==> config.mk <==
export PLATFORM = sky130hd
export DESIGN_NAME = csr_access_ctrl
export DESIGN_NICKNAME = d
export VERILOG_FILES = /design/src/rtl/csr_ctrl_pkg.sv /design/src/rtl/sat_counter.sv /design/src/rtl/csr_access_ctrl.sv
export SDC_FILE = /design/constraint.sdc
export NUM_CORES = 1
export LEC_CHECK = 0
export CAP_MARGIN = 15
export CORE_MARGIN = 2
export CORE_UTILIZATION = 25
export DETAILED_ROUTE_END_ITERATION = 12
export PLACE_DENSITY = 0.64
export SLEW_MARGIN = 20
export SYNTH_ARGS = -nofsm -noshare
export SYNTH_HDL_FRONTEND = slang
export SYNTH_SLANG_ARGS = --single-unit
==> constraint.sdc <==
create_clock -name clk -period 4.9 [get_ports clk]
set_input_delay 0.49 -clock clk [delete_from_list [all_inputs] [get_ports clk]]
set_output_delay 0.49 -clock clk [all_outputs]
set_load 0.05 [all_outputs]
==> src/rtl/csr_ctrl_pkg.sv <==
// Shared types and constants for the CSR access controller and the
// privilege-check stage that feeds it.
package csr_ctrl_pkg;

  typedef enum logic [2:0] {
    ST_IDLE    = 3'd0,
    ST_ACCESS  = 3'd1,
    ST_CAPTURE = 3'd2,
    ST_RESP    = 3'd3,
    ST_TRAP    = 3'd4
  } state_e;

  localparam int unsigned CAUSE_ILLEGAL_CSR   = 32'd2;
  localparam logic [1:0]  EXPECTED_PRIV_LEVEL = 2'b11;

  localparam logic [11:0] CSR_MSTATUS = 12'h300;
  localparam logic [11:0] CSR_MTVEC   = 12'h305;
  localparam logic [11:0] CSR_MEPC    = 12'h341;
  localparam logic [11:0] CSR_MCAUSE  = 12'h342;
  localparam logic [11:0] CSR_SATP    = 12'h180;

  // Address bits [9:8] encode the lowest privilege level allowed to touch the CSR.
  function automatic logic is_machine_csr(input logic [11:0] addr);
    return (addr[9:8] == EXPECTED_PRIV_LEVEL);
  endfunction

endpackage

==> src/rtl/sat_counter.sv <==
// Up-counter that sticks at all-ones instead of wrapping.
module sat_counter #(
  parameter int W = 8
) (
  input  logic         clk,
  input  logic         rst,
  input  logic         inc,
  output logic [W-1:0] count
);

  logic [W-1:0] count_q;
  logic [W-1:0] count_d;

  always_comb begin
    count_d = count_q;
    if (inc && (count_q != {W{1'b1}})) begin
      count_d = count_q + W'(1);
    end else begin
      count_d = count_q;
    end
  end

  always_ff @(posedge clk or posedge rst) begin
    if (rst) begin
      count_q <= '0;
    end else begin
      count_q <= count_d;
    end
  end

  assign count = count_q;

endmodule

==> src/rtl/csr_access_ctrl.sv <==
// One-request-at-a-time CSR access stage: forwards legal requests to the CSR
// file, turns privilege violations into a held trap plus flush pulse.
module csr_access_ctrl
  import csr_ctrl_pkg::*;
#(
  parameter int ADDR_W  = 12,
  parameter int DATA_W  = 32,
  parameter int CNT_W   = 8,
  parameter int CAUSE_W = 4
) (
  input  logic               clk,
  input  logic               rst,
  input  logic               req_valid,
  output logic               req_ready,
  input  logic               csr_we,
  input  logic               csr_read,
  input  logic [ADDR_W-1:0]  csr_addr,
  input  logic [DATA_W-1:0]  csr_wdata,
  input  logic               exception_i,
  output logic               csr_file_en,
  output logic               csr_file_we,
  output logic [ADDR_W-1:0]  csr_file_addr,
  output logic [DATA_W-1:0]  csr_file_wdata,
  input  logic [DATA_W-1:0]  csr_file_rdata,
  output logic               rsp_valid,
  input  logic               rsp_ready,
  output logic [DATA_W-1:0]  rsp_rdata,
  output logic               rsp_error,
  output logic               trap_valid,
  input  logic               trap_ack,
  output logic [CAUSE_W-1:0] trap_cause,
  output logic [DATA_W-1:0]  trap_tval,
  output logic               flush,
  output logic [CNT_W-1:0]   fault_count
);

  state_e              state_q;
  logic                cap_read_q;
  logic [ADDR_W-1:0]   cap_addr_q;
  logic [DATA_W-1:0]   cap_wdata_q;
  logic                req_ready_q;
  logic                file_en_q;
  logic                file_we_q;
  logic                rsp_valid_q;
  logic [DATA_W-1:0]   rsp_rdata_q;
  logic                rsp_error_q;
  logic                trap_valid_q;
  logic [CAUSE_W-1:0]  trap_cause_q;
  logic [DATA_W-1:0]   trap_tval_q;
  logic                flush_q;
  logic                fault_s;

  assign fault_s = (state_q == ST_IDLE) && req_valid && exception_i && (csr_we || csr_read);

  always_ff @(posedge clk or posedge rst) begin
    if (rst) begin
      state_q      <= ST_IDLE;
      cap_read_q   <= 1'b0;
      cap_addr_q   <= '0;
      cap_wdata_q  <= '0;
      req_ready_q  <= 1'b1;
      file_en_q    <= 1'b0;
      file_we_q    <= 1'b0;
      rsp_valid_q  <= 1'b0;
      rsp_rdata_q  <= '0;
      rsp_error_q  <= 1'b0;
      trap_valid_q <= 1'b0;
      trap_cause_q <= '0;
      trap_tval_q  <= '0;
      flush_q      <= 1'b0;
    end else begin
      file_en_q <= 1'b0;
      file_we_q <= 1'b0;
      flush_q   <= 1'b0;
      case (state_q)
        ST_IDLE: begin
          if (req_valid) begin
            cap_read_q  <= csr_read;
            cap_addr_q  <= csr_addr;
            cap_wdata_q <= csr_wdata;
            req_ready_q <= 1'b0;
            if (exception_i && (csr_we || csr_read)) begin
              state_q      <= ST_TRAP;
              trap_valid_q <= 1'b1;
              trap_cause_q <= CAUSE_W'(CAUSE_ILLEGAL_CSR);
              trap_tval_q  <= DATA_W'(csr_addr);
              flush_q      <= 1'b1;
            end else if (csr_we || csr_read) begin
              state_q   <= ST_ACCESS;
              file_en_q <= 1'b1;
              file_we_q <= csr_we;
            end else begin
              state_q     <= ST_RESP;
              rsp_valid_q <= 1'b1;
              rsp_rdata_q <= '0;
              rsp_error_q <= 1'b0;
            end
          end else begin
            req_ready_q <= 1'b1;
          end
        end
        ST_ACCESS: begin
          state_q <= ST_CAPTURE;
        end
        // The file presents read data in the cycle after its strobe.
        ST_CAPTURE: begin
          state_q     <= ST_RESP;
          rsp_valid_q <= 1'b1;
          rsp_error_q <= 1'b0;
          rsp_rdata_q <= cap_read_q ? csr_file_rdata : '0;
        end
        ST_RESP: begin
          if (rsp_ready) begin
            state_q     <= ST_IDLE;
            req_ready_q <= 1'b1;
            rsp_valid_q <= 1'b0;
            rsp_rdata_q <= '0;
            rsp_error_q <= 1'b0;
          end else begin
            state_q <= ST_RESP;
          end
        end
        ST_TRAP: begin
          if (trap_ack) begin
            state_q      <= ST_RESP;
            trap_valid_q <= 1'b0;
            trap_cause_q <= '0;
            trap_tval_q  <= '0;
            rsp_valid_q  <= 1'b1;
            rsp_rdata_q  <= '0;
            rsp_error_q  <= 1'b1;
          end else begin
            state_q <= ST_TRAP;
          end
        end
        default: begin
          state_q      <= ST_IDLE;
          req_ready_q  <= 1'b1;
          rsp_valid_q  <= 1'b0;
          trap_valid_q <= 1'b0;
        end
      endcase
    end
  end

  sat_counter #(.W(CNT_W)) u_fault_cnt (
    .clk   (clk),
    .rst   (rst),
    .inc   (fault_s),
    .count (fault_count)
  );

  assign req_ready      = req_ready_q;
  assign csr_file_en    = file_en_q;
  assign csr_file_we    = file_we_q;
  assign csr_file_addr  = cap_addr_q;
  assign csr_file_wdata = cap_wdata_q;
  assign rsp_valid      = rsp_valid_q;
  assign rsp_rdata      = rsp_rdata_q;
  assign rsp_error      = rsp_error_q;
  assign trap_valid     = trap_valid_q;
  assign trap_cause     = trap_cause_q;
  assign trap_tval      = trap_tval_q;
  assign flush          = flush_q;

endmodule
==> run_results.csv <==
group,metric,value,unit
floorplan,die-height,135,um
timing,tightest_slew,1.04,ns
outcome,status,"finished, final reports clean",
synth,synth.avg_cell_area,10.7,sq um
placement,post-place-ws,1.56,ns
timing,fin_tns_setup,0,ns
global_route,antenna_found_initial,0,
timing,finalClockSkew,0.00896,ns
global_route,grt_usage,13.3,%
clocking,cts_hold_buf,0,
timing,fin_ws,1.97,ns
layout,post-route-util,39.7,%
setup_path,critPathTopFamily,"simple AND/OR/NAND/NOR gates",
worst_hold_path,hold_class,"register to register",
setup_path,start_kind,"input pin",
routing,vias_per_cell,4.38,
setup_path,crit_type,"input pin to register",
layout,fin_cells,806,
layout,area_delta_synth_final,53.8,%
setup_path,worstPathCellList,"clkdlybuf4s50_1, or4b_2, buf_4, a211oi_4, mux2_2",
synth,netlist_instances,401,
synth,syn_area,4310,sq um
timing,fmax,341,MHz
setup_path,crit_slowest_cell,"or4b_2",
clocking,cts.sinks,108,
setup_path,cp.depth,5,
clocking,clock_latency,0.35,ns
clocking,postCtsSetupRepairBufs,0,
setup_path,critPathMaxStageDelay,0.99,ns
clocking,cts-root-buf,"clkbuf_16",
global_route,grt_pass1_vias,3566,
clocking,htree_levels,3,
layout,drive_above_1_share,4.95,%
floorplan,die_width,135,um
routing,first_iter_violations,90,
placement,post-place-cells,789,
layout,layout_commonest_cell,"clkdlybuf4s50_1",
synth,synth_edf_count,0,
synth,synth-main-ff-cell,"dfrtp_1",
timing,hold_viol_final,0,
setup_path,regToRegSetupSlack,2.03,ns
placement,hpwl,8590,um
setup_path,r2r_cells,4,
routing,dr.pass1.iters,4,
setup_path,cp.required,5.14,ns
floorplan,dieArea,18300,sq um
floorplan,rows,47,
clocking,cts_tree,"done",
setup_path,path_max_fanout,34,
power,power_leakage,3.03,nW
floorplan,core_area,16700,sq um
global_route,grt-ovfl-total,0,
routing,drt_wl_total,12100,um
timing,grt_setup_unrepaired,"no",
setup_path,end_kind,"register",
flow_run,drv_cap,0,
layout,nFillCells,1622,
setup_path,cp-startpoint,"req_valid",
placement,port_buffers,187,
synth,yosys_warnings,0,
setup_path,worst_r2r_endpoint,"u_fault_cnt.count[1]",
routing,vias,3528,
synth,ys_seq_area_share,62.8,%
timing,final-max-slew-violation-count,0,
clocking,cts_max_path_buffers,2,
floorplan,ioPinCount,211,
power,cellPowerDensity,720,nW/um^2
routing,ant_nets,0,
layout,num-nets-final,666,
setup_path,r2r_start,"state_q[0]",
synth,netlist-cell-type-count,39,
synth,synth-seq-cells,108,
floorplan,initial_core_util,25.8,%
routing,drc,0,
timing,setup_violations,0,
clocking,cts_resized,0,
clocking,cts_buffers,9,
timing,max-slew-margin-rel,30.1,%
clocking,clkTransAtPathRegs,0.08,ns
setup_path,critPathArrivalTime,3.18,ns
layout,layout_common_cells,"clkdlybuf4s50_1 (187), nand2_1 (141), dfrtp_1 (107)",
placement,gp_congestion,0.756,
setup_path,cp_num_buf_inv,2,
power,max-vdd-ir-drop,0.352,mV
routing,wl_per_cell,15.0,um
setup_path,crit_end,"u_fault_cnt.count[1]",
timing,finalCritPeriodShare,59.9,%
global_route,grt_max_degree,70,
global_route,grt_pass1_wl,19200,um
timing,min_period,2.93,ns
layout,diodes,0,
synth,async_flop_share,100,%
[per-stage QoR]
step	power, mW	hold WS (ns)	cell area, sq um
after floorplan	3.18	0.438	4390
after global placement	4.06	0.456	6320
after detailed placement	4.10	0.461	6320
after CTS	4.82	0.480	6600
after global routing	5.02	0.496	6620
final	4.77	0.482	6620
[final cells by class]
| class | instances | area [sq um] | share of cell area (%) |
|---|---|---|---|
| repair buffers | 192 | 1920 | 29.0 |
| inverters | 2 | 10.0 | 0.151 |
| multi-input cells | 268 | 1440 | 21.7 |
| flip-flops and latches | 108 | 2700 | 40.8 |
| clock inverters | 6 | 46.3 | 0.699 |
| clock buffers | 10 | 229 | 3.46 |
| well taps | 220 | 275 | 4.16 |
[worst min path at each step]
stage                        from       endpoint  slack, ns  depth (start not counted)
floorplan              cap_read_q     cap_read_q       0.44                          2
global placement       cap_read_q     cap_read_q       0.46                          2
detailed placement     cap_read_q     cap_read_q       0.46                          2
CTS                    cap_read_q     cap_read_q       0.48                          2
global route        trap_cause[1]  trap_cause[1]       0.50                          1
finish                 trap_valid     trap_valid       0.48                          1
[routing by layer]
layer / vias to the layer above / global-route usage [%] / part of all wire, %
li1: 1660 / - / -
met4: 0 / 5.03 / 1.8
met1: 1705 / 17.3 / 44
met2: 148 / 20.8 / 46
met5: - / 0 / 0
met3: 15 / 4.15 / 8.3
[power breakdown]
group / switching [mW] / internal [mW]
Combinational: 1.73 / 0.859
Sequential: 0.246 / 1.24
Clock: 0.336 / 0.350
[state kept, by name, indices dropped and copies added, names as in the netlist, 3 cells and up]
register           count
csr_file_wdata        32
rsp_rdata             32
csr_file_addr         12
trap_tval             12
u_fault_cnt.count      8
state_q                3
[logic make-up (layout without fill, tap and decap cells)]
group,count (synthesis),in the layout,synth area share (%)
simple gates,169,169,16.1
flops,108,108,62.8
compound gates,67,67,12.8
buf+inv,47,210,6.27
xor+xnor,7,7,1.42
fa+ha+maj,1,1,0.290
other cells,1,23,0.0870
mux,1,1,0.261
[synth_stat cells, types with 2 or more instances]
cell | count | area, sq um
nand2_1 | 142 | 533
dfrtp_1 | 107 | 2680
a22o_1 | 44 | 385
buf_4 | 24 | 180
clkbuf_1 | 18 | 67.6
xnor2_1 | 6 | 52.6
nor2_1 | 5 | 18.8
o21ai_0 | 5 | 25.0
nand3_1 | 4 | 20.0
a21o_1 | 3 | 22.5
a21oi_1 | 3 | 15.0
and3_1 | 3 | 18.8
buf_2 | 3 | 15.0
nand4_1 | 3 | 18.8
inv_1 | 2 | 7.51
nand2b_1 | 2 | 12.5
nor3b_1 | 2 | 15.0
o22ai_1 | 2 | 12.5
o2bb2ai_1 | 2 | 17.5
or3_1 | 2 | 12.5
Note: power is estimated with default switching activity, not from simulation.
